`src/rtl/md_pkg.sv`:
```
// md_pkg: opcode/funct constants, FSM states and watchdog limit shared by the MDU issue controller.
package md_pkg;
  localparam logic [5:0] OP_SPECIAL = 6'b000000;
  localparam logic [5:0] F_MULT     = 6'b011000;
  localparam logic [5:0] F_MULTU    = 6'b011001;
  localparam logic [5:0] F_DIV      = 6'b011010;
  localparam logic [5:0] F_DIVU     = 6'b011011;
  localparam logic [5:0] F_MTHI     = 6'b010001;
  localparam logic [5:0] F_MTLO     = 6'b010011;
  localparam logic [5:0] F_MFHI     = 6'b010000;
  localparam logic [5:0] F_MFLO     = 6'b010010;
  localparam logic [3:0] WD_LIMIT   = 4'd15;
  typedef enum logic [2:0] {IDLE, ISSUE, BUSY, MOVE, READ} state_t;
endpackage

```
`src/rtl/md_op_decode.sv`:
```
// md_op_decode: classifies a decode-stage word as MD (mul/div), MT (move-to) or MF (move-from) HI/LO op.
module md_op_decode
  import md_pkg::*;
(
  input  logic [31:0] instr,
  output logic        is_md,
  output logic        is_mt,
  output logic        is_mf
);
  logic       sp;
  logic [5:0] f;
  assign sp    = instr[31:26] == OP_SPECIAL;
  assign f     = instr[5:0];
  assign is_md = sp & (f == F_MULT | f == F_MULTU | f == F_DIV | f == F_DIVU);
  assign is_mt = sp & (f == F_MTHI | f == F_MTLO);
  assign is_mf = sp & (f == F_MFHI | f == F_MFLO);
endmodule

```
`src/rtl/md_issue_ctrl.sv`:
```
// md_issue_ctrl: issues HI/LO ops from decode to the MDU, stalls decode while busy, returns MF results.
// Optional busy watchdog with sticky md_err: define MD_ISSUE_WATCHDOG_EN.
module md_issue_ctrl
  import md_pkg::*;
(
  input  logic        clk,
  input  logic        reset,
  input  logic        d_valid,
  input  logic [31:0] d_instr,
  input  logic [31:0] d_rs_val,
  input  logic [31:0] d_rt_val,
  output logic        d_stall,
  output logic [31:0] md_instr,
  output logic [31:0] md_a,
  output logic [31:0] md_b,
  output logic        md_start,
  input  logic        md_busy,
  input  logic [31:0] md_hilo,
  output logic        e_mf_valid,
  output logic [31:0] e_mf_data,
  output logic [4:0]  e_mf_rd,
  output logic        md_err
);
  state_t      state, state_n, tgt;
  logic        is_md, is_mt, is_mf, hilo, accept, wd_hit;
  logic [31:0] instr_q, rs_q, rt_q;
  logic [4:0]  rd_q;
  md_op_decode u_dec (.instr(d_instr), .is_md(is_md), .is_mt(is_mt), .is_mf(is_mf));
  assign hilo     = is_md | is_mt | is_mf;
  assign d_stall  = d_valid & hilo & ((state inside {ISSUE, MOVE, READ}) | (state == BUSY & md_busy));
  // Outside IDLE and a finished BUSY the stall term blocks any HI/LO op, so this is the only accept qualifier.
  assign accept   = d_valid & hilo & ~d_stall;
  assign md_start = state == ISSUE;
  assign md_instr = (state inside {ISSUE, MOVE, READ}) ? instr_q : '0;
  assign md_a     = (state inside {ISSUE, MOVE}) ? rs_q : '0;
  assign md_b     = (state == ISSUE) ? rt_q : '0;
  always_comb begin
    tgt     = is_md ? ISSUE : is_mt ? MOVE : READ;
    state_n = (state == ISSUE) ? BUSY :
              (state == BUSY & md_busy & ~wd_hit) ? BUSY :
              accept ? tgt : IDLE;
  end
  always_ff @(posedge clk) begin
    if (reset) begin
      state      <= IDLE;
      instr_q    <= '0;
      rs_q       <= '0;
      rt_q       <= '0;
      rd_q       <= '0;
      e_mf_valid <= 1'b0;
      e_mf_data  <= '0;
      e_mf_rd    <= '0;
    end else begin
      state      <= state_n;
      e_mf_valid <= state == READ;
      if (accept) begin
        instr_q <= d_instr;
        rs_q    <= d_rs_val;
        rt_q    <= d_rt_val;
        rd_q    <= d_instr[15:11];
      end
      if (state == READ) begin
        e_mf_data <= md_hilo;
        e_mf_rd   <= rd_q;
      end
    end
  end
`ifdef MD_ISSUE_WATCHDOG_EN
  logic [3:0] wd_cnt;
  logic       err_q;
  // wd_hit marks the 15th consecutive busy cycle; the FSM bails to IDLE at its edge.
  assign wd_hit = state == BUSY & md_busy & wd_cnt == WD_LIMIT - 4'd1;
  assign md_err = err_q;
  always_ff @(posedge clk) begin
    if (reset) begin
      wd_cnt <= '0;
      err_q  <= 1'b0;
    end else begin
      wd_cnt <= (state == BUSY & md_busy & ~wd_hit) ? wd_cnt + 4'd1 : '0;
      err_q  <= err_q | wd_hit;
    end
  end
`else
  assign wd_hit = 1'b0;
  assign md_err = 1'b0;
`endif
endmodule

```
`config.mk`:
```
export PLATFORM = sky130hd
export DESIGN_NAME = md_issue_ctrl
export DESIGN_NICKNAME = d
export VERILOG_FILES = /design/src/rtl/md_pkg.sv /design/src/rtl/md_op_decode.sv /design/src/rtl/md_issue_ctrl.sv
export SDC_FILE = /design/constraint.sdc
export NUM_CORES = 1
export LEC_CHECK = 0
export BUFFER_PORTS_ARGS = -buffer_cell sky130_fd_sc_hd__buf_2
export CAP_MARGIN = 20
export CORE_ASPECT_RATIO = 0.75
export CORE_MARGIN = 2
export CORE_UTILIZATION = 50
export DETAILED_ROUTE_END_ITERATION = 8
export PLACE_DENSITY = 0.95
export SLEW_MARGIN = 15
export SYNTH_ARGS = -nofsm -noshare
export SYNTH_HDL_FRONTEND = slang
export SYNTH_SLANG_ARGS = --single-unit
```
`constraint.sdc`:
```
create_clock -name clk -period 2.9 [get_ports clk]
set_input_delay 0.435 -clock clk [delete_from_list [all_inputs] [get_ports clk]]
set_output_delay 0.435 -clock clk [all_outputs]
set_load 0.1 [all_outputs]
```
==> results of run 1 <==
synthesized netlist by cell type, drive strengths merged:
master  instances  area [µm²]
a211o           1        8.76
a21o            1        7.51
a21oi         124         621
and2           65         407
and2b           1        7.51
and4            1        8.76
buf            26         164
clkbuf         46         173
conb            1        3.75
dfxtp         137        2740
inv             1        3.75
mux2            1        11.3
nand2          77         289
nand2b          1        6.26
nand3          88         440
nor2            6        38.8
nor2b          34         213
nor3            2        10.0
nor3b           8        60.1
nor4            2        18.8
nor4b           1        15.0
o21ai          88         440
o21ba           1        10.0
o32a            1        10.0
placed cells by master, fill, tap and decap left out, drive strengths merged:
cell type,netlist,routed
a211o,1,1
a21o,1,1
a21oi,124,124
and2,65,65
and2b,1,1
and4,1,1
buf,26,279
bufinv,0,2
clkbuf,46,20
clkinv,0,2
clkinvlp,0,5
conb,1,1
dfxtp,137,137
diode,0,1
inv,1,4
mux2,1,1
nand2,77,77
nand2b,1,1
nand3,88,88
nor2,6,6
nor2b,34,34
nor3,2,2
nor3b,8,8
nor4,2,2
nor4b,1,1
o21ai,88,88
o21ba,1,1
o32a,1,1
power by group through the flow:
stage / clock, mW / combinational [mW] / sequential, mW
detailed placement: 0 / 0.157 / 1.92
global placement: 0 / 0.154 / 1.92
CTS: 2.15 / 0.159 / 1.88
floorplan: 0 / 0.0552 / 1.92
finish: 2.13 / 0.160 / 1.88
global route: 2.23 / 0.173 / 1.88
layer usage:
metal,routed length [µm],part of all wire,track usage
met5,0,0,0
met4,296,0.016,0.0733
met3,1370,0.076,0.0826
met2,9270,0.52,0.508
met1,7040,0.39,0.325
registers in the layout, summed over array words and instances (netlist names):
name,count
e_mf_rd,5
state,3
instr_q,32
e_mf_valid,1
e_mf_data,32
rt_q,32
rs_q,32
final cells by class:
class / count / area, µm² / share of cell area
well taps: 140 / 175 / 0.0204
flip-flops and latches: 137 / 2740 / 0.319
clock inverters: 12 / 141 / 0.0164
inverters: 1 / 3.75 / 0.000437
diodes: 1 / 2.50 / 0.000291
repair buffers: 279 / 2430 / 0.283
multi-input cells: 504 / 2650 / 0.309
clock buffers: 20 / 447 / 0.0520
tightest hold or removal path: stages:
cell     delay [ps]
buf_2            90
nand2_1          40
a21oi_1          50
kinds of logic after synthesis:
family | synth area share
simple gates | 0.265
compound gates | 0.192
flops | 0.480
buf+inv | 0.0596
mux | 0.00197
other cells | 0.000657
how the worst min path moves through the flow:
stage / start / endpoint / slack [ps]
6_report: md_hilo[8] / e_mf_data[8] / 270
5_1_grt: md_hilo[22] / e_mf_data[22] / 260
3_5_place_dp: e_mf_data[5] / e_mf_data[5] / 440
2_1_floorplan: instr_q[11] / e_mf_rd[0] / 440
3_3_place_gp: e_mf_data[3] / e_mf_data[3] / 440
4_1_cts: md_hilo[8] / e_mf_data[8] / 260
through the flow:
step                instance area, µm²  power, mW
global route                      8590       4.29
CTS                               8590       4.19
global placement                  8010       2.08
finish                            8600       4.17
detailed placement                8010       2.08
floorplan                         5710       1.98
==> flow_metrics.tcl, run 1 <==
set metrics [dict create \
    critPathTopFamily "simple AND/OR/NAND/NOR gates" \
    io_pins 269 \
    postRouteAntennaNets 0 \
    clockRootBuffer "clkbuf_16" \
    syn-cell-area_um2 5710 \
    fin_nets 1072 \
    fin_crit_ps 2660 \
    wl_mm 18.0 \
    max_freq_mhz 376 \
    hp-class "input pin to flop" \
    tritoncts "built" \
    antenna_found_initial 1 \
    grt_first_pass_wirelength_mm 27.3 \
    clock_path_buffers 2 \
    cts_sinks 137 \
    wire_per_inst_um 16.4 \
    rsz0062_at_grt "no" \
    setup_viol 0 \
    p_comb_frac 0.038 \
    post-place-ws_ps 616 \
    critPathKind "flop to output port" \
    worstSetupStartpointType "flop" \
    final_cells 1094 \
    switching_share 0.220 \
    switchingPower_mw 0.918 \
    cp.arrival_ps 2230 \
    nFillCells 725 \
    cp-end-kind "output port" \
    yosysUniqueCellTypes 31 \
    cap_violations 0 \
    finalCritPeriodShare 0.918 \
    hold_slack_ps 271 \
    ys_warn_count 0 \
    status "finished clean" \
    setup_tns_ps 0 \
    grt_pass1_vias 5558 \
    fin_skew_ps 9.68 \
    dp_hpwl_mm 12.4 \
    synthToLayoutAreaGrowth_pct 50.6 \
    reg2reg_depth 5 \
    core_um2 11000 \
    rr_endpoint "instr_q[4]" \
    finalMaxSlewViolations 0 \
    crit_slowest_cell "and2b_1" \
    p_seq_frac 0.451 \
    vias 5997 \
    slew_headroom 0.434 \
    dr.pass1.iters 4 \
    viasPerCell 5.48 \
    cts-hold-fix-buffers 0 \
    fin_ws_ps 238 \
    slowest_delay_ps 690 \
    htreeDepth 4 \
    startpoint "state[0]" \
    grt_max_degree 88 \
    drive_gt1_frac 0.337 \
    crit_path_max_fanout 33 \
    post-route-util 0.780 \
    required_ps 2470 \
    crit_chain "nor2b_2, and2b_1, buf_2" \
    dieArea_um2 12300 \
    syn_area_per_cell_um2 8.00 \
    ir_drop_v 0.000467 \
    die_h_um 96.5 \
    worstSkewPairLatency_ps 400 \
    grt.total_usage 0.279 \
    row_count 33 \
    critPathBufInv 1 \
    critical_path_depth 3 \
    synthCells 714 \
    synth_fp_nets 846 \
    drt_iter0_markers 417 \
    numCtsBuffers 17 \
    whs_path_depth 3 \
    power.share.clock 0.511 \
    worstSetupEndpoint "md_start" \
    cts_resized 0 \
    dp.cells 1061 \
    p_int_mw 3.26 \
    gp_congestion 0.754 \
    cellPowerDensity_nw_per_um2 486 \
    synth_seq_cells 137 \
    p_leak_nw 3.42 \
    ff2ff_setup_slack_ps 950 \
    clk_pin_slew_ps 60 \
    ys_seq_area_frac 0.480 \
    portBuffers 267 \
    fp.dieW_um 127 \
    worstReg2RegStart "state[1]" \
    initial_utilization 0.518 \
    hold_viol 0 \
    drcViolationCount 0 \
    tightest_slew_ps 848 \
    post-cts-setup-buffers 0 \
    grt_overflow 0 \
]
No activity file was read; power rests on OpenSTA's default activity.
==> inputs of run 2 (changes only) <==
--- a/config.mk
+++ b/config.mk
@@ -12,6 +12,8 @@
 export CORE_UTILIZATION = 50
 export DETAILED_ROUTE_END_ITERATION = 8
 export PLACE_DENSITY = 0.95
+export REMOVE_ABC_BUFFERS = 1
+export SETUP_SLACK_MARGIN = 0.2
 export SLEW_MARGIN = 15
 export SYNTH_ARGS = -nofsm -noshare
 export SYNTH_HDL_FRONTEND = slang
==> run 2 against run 1 <==
  * Clock-buffer cell count down 2
  * Die area unchanged
  * Flip-flop and latch count unchanged
  * Combinational power increased by 3%
  * Routed wire length up 2.4%
  * Critical endpoint is now md_b[6]
  * Largest cell class unchanged
  * Highest routed layer unchanged
==> flow_metrics.tcl, run 2 (synthesis gave the netlist of run 1 again) <==
set metrics [dict create \
    fin_crit_ps 2500 \
    max_freq_mhz 400 \
    grt.total_usage 0.289 \
    worstSkewPairLatency_ps 410 \
    grt_first_pass_wirelength_mm 28.1 \
    crit_chain "nor2b_4, and2b_1, buf_4, and2_1, buf_12" \
    dr.pass1.iters 5 \
    crit_slowest_cell "dfxtp_1" \
    cts-hold-fix-buffers 0 \
    numCtsBuffers 17 \
    row_count 33 \
    slowest_delay_ps 420 \
    cts_sinks 137 \
    clock_path_buffers 2 \
    tightest_slew_ps 883 \
    gp_congestion 0.815 \
    htreeDepth 4 \
    clk_pin_slew_ps 60 \
    fin_ws_ps 399 \
    grt_pass1_vias 5602 \
    vias 6033 \
    slew_headroom 0.411 \
    core_um2 11000 \
    die_h_um 96.5 \
    cellPowerDensity_nw_per_um2 501 \
    synthToLayoutAreaGrowth_pct 51.9 \
    dp_hpwl_mm 12.4 \
    cp-end-kind "output port" \
    hold_viol 0 \
    dieArea_um2 12300 \
    status "finished clean" \
    layout_commonest_cell "buf_2" \
    cp.arrival_ps 2070 \
    antennaDiodeCount 0 \
    p_leak_nw 3.46 \
    mostFrequentLayoutCells "buf_2 (200), dfxtp_1 (137), a21oi_1 (124)" \
    fin_nets 1073 \
    post-place-ws_ps 598 \
    setup_viol 0 \
    worstSetupStartpointType "flop" \
    wl_mm 18.4 \
    total_power_mw 4.34 \
    viasPerCell 5.51 \
    grt_overflow 0 \
    portBuffers 267 \
    io_pins 269 \
    antenna_found_initial 1 \
    ir_drop_v 0.000475 \
    hold_slack_ps 264 \
    required_ps 2470 \
    setup_tns_ps 0 \
    tritoncts "built" \
    critPathKind "flop to output port" \
    rsz0062_at_grt "no" \
    crit_path_max_fanout 33 \
    hp-class "input pin to flop" \
    grt_max_degree 92 \
    drive_gt1_frac 0.338 \
    finalMaxSlewViolations 0 \
    post-route-util 0.787 \
    postRouteAntennaNets 0 \
    fin_skew_ps 8.99 \
    initial_utilization 0.518 \
    wire_per_inst_um 16.8 \
    drcViolationCount 0 \
    fp.dieW_um 127 \
    drt_iter0_markers 387 \
    clockRootBuffer "clkbuf_16" \
    finalCritPeriodShare 0.862 \
    cap_violations 0 \
]
[run 2: changes by cell type in the layout (fill, tap and decap cells not counted), sizes merged]
cell and delta:
diode -1, bufinv +2, buf +1, clkinvlp -1, clkinv +1, clkbuf -2
[run 2: worst max-delay path, delay by kind of cell (launching register included)]
family | cells | cell delay, ps
flip-flops | 1 | 420
AND/OR/NAND/NOR | 3 | 740
buffers and inverters | 2 | 480
[run 2: per-layer routing]
| layer | up-vias | track usage | wire [µm] |
|---|---|---|---|
| li1 | 2879 | - | - |
| met1 | 2837 | 0.327 | 7000 |
| met2 | 301 | 0.509 | 9360 |
| met3 | 16 | 0.114 | 1850 |
| met4 | 0 | 0.0888 | 204 |
| met5 | - | 0 | 0 |
[run 2: path summary, 6_finish.rpt]
path / slack (ps) / to / from / cells after the start
hold / removal: 260 / e_mf_data[3] / md_hilo[3] / 3
hold reg to reg: 450 / e_mf_data[3] / e_mf_data[3] / 2
setup reg to reg: 690 / instr_q[9] / state[2] / 5
setup / recovery: 400 / md_b[6] / state[0] / 5
[run 2: repair_timing]
action,CTS,global route
gates resized for setup,0,1
setup endpoints to repair,0,63
setup buffers,0,0
[run 2: layout make-up]
| cell class | count | area [µm²] |
|---|---|---|
| flip-flops and latches | 137 | 2740 |
| multi-input cells | 504 | 2660 |
| repair buffers | 280 | 2460 |
| fillers | 691 | 2350 |
| clock buffers | 18 | 429 |
| clock inverters | 14 | 195 |
| well taps | 140 | 175 |
| inverters | 1 | 3.75 |
[run 2: where the power goes]
group          switching [mW]  total (mW)  internal, mW
registers            0.000411        1.88          1.88
logic                  0.0918       0.165        0.0731
clock network           0.846        2.29          1.45
total                   0.938        4.34          3.40
[run 2: through the flow]
stage / cells / instance area [µm²]
2_1_floorplan: 642 / 5370
6_report: 1094 / 8670
4_1_cts: 1094 / 8670
3_3_place_gp: 1062 / 8040
5_1_grt: 1094 / 8670
3_5_place_dp: 1062 / 8040
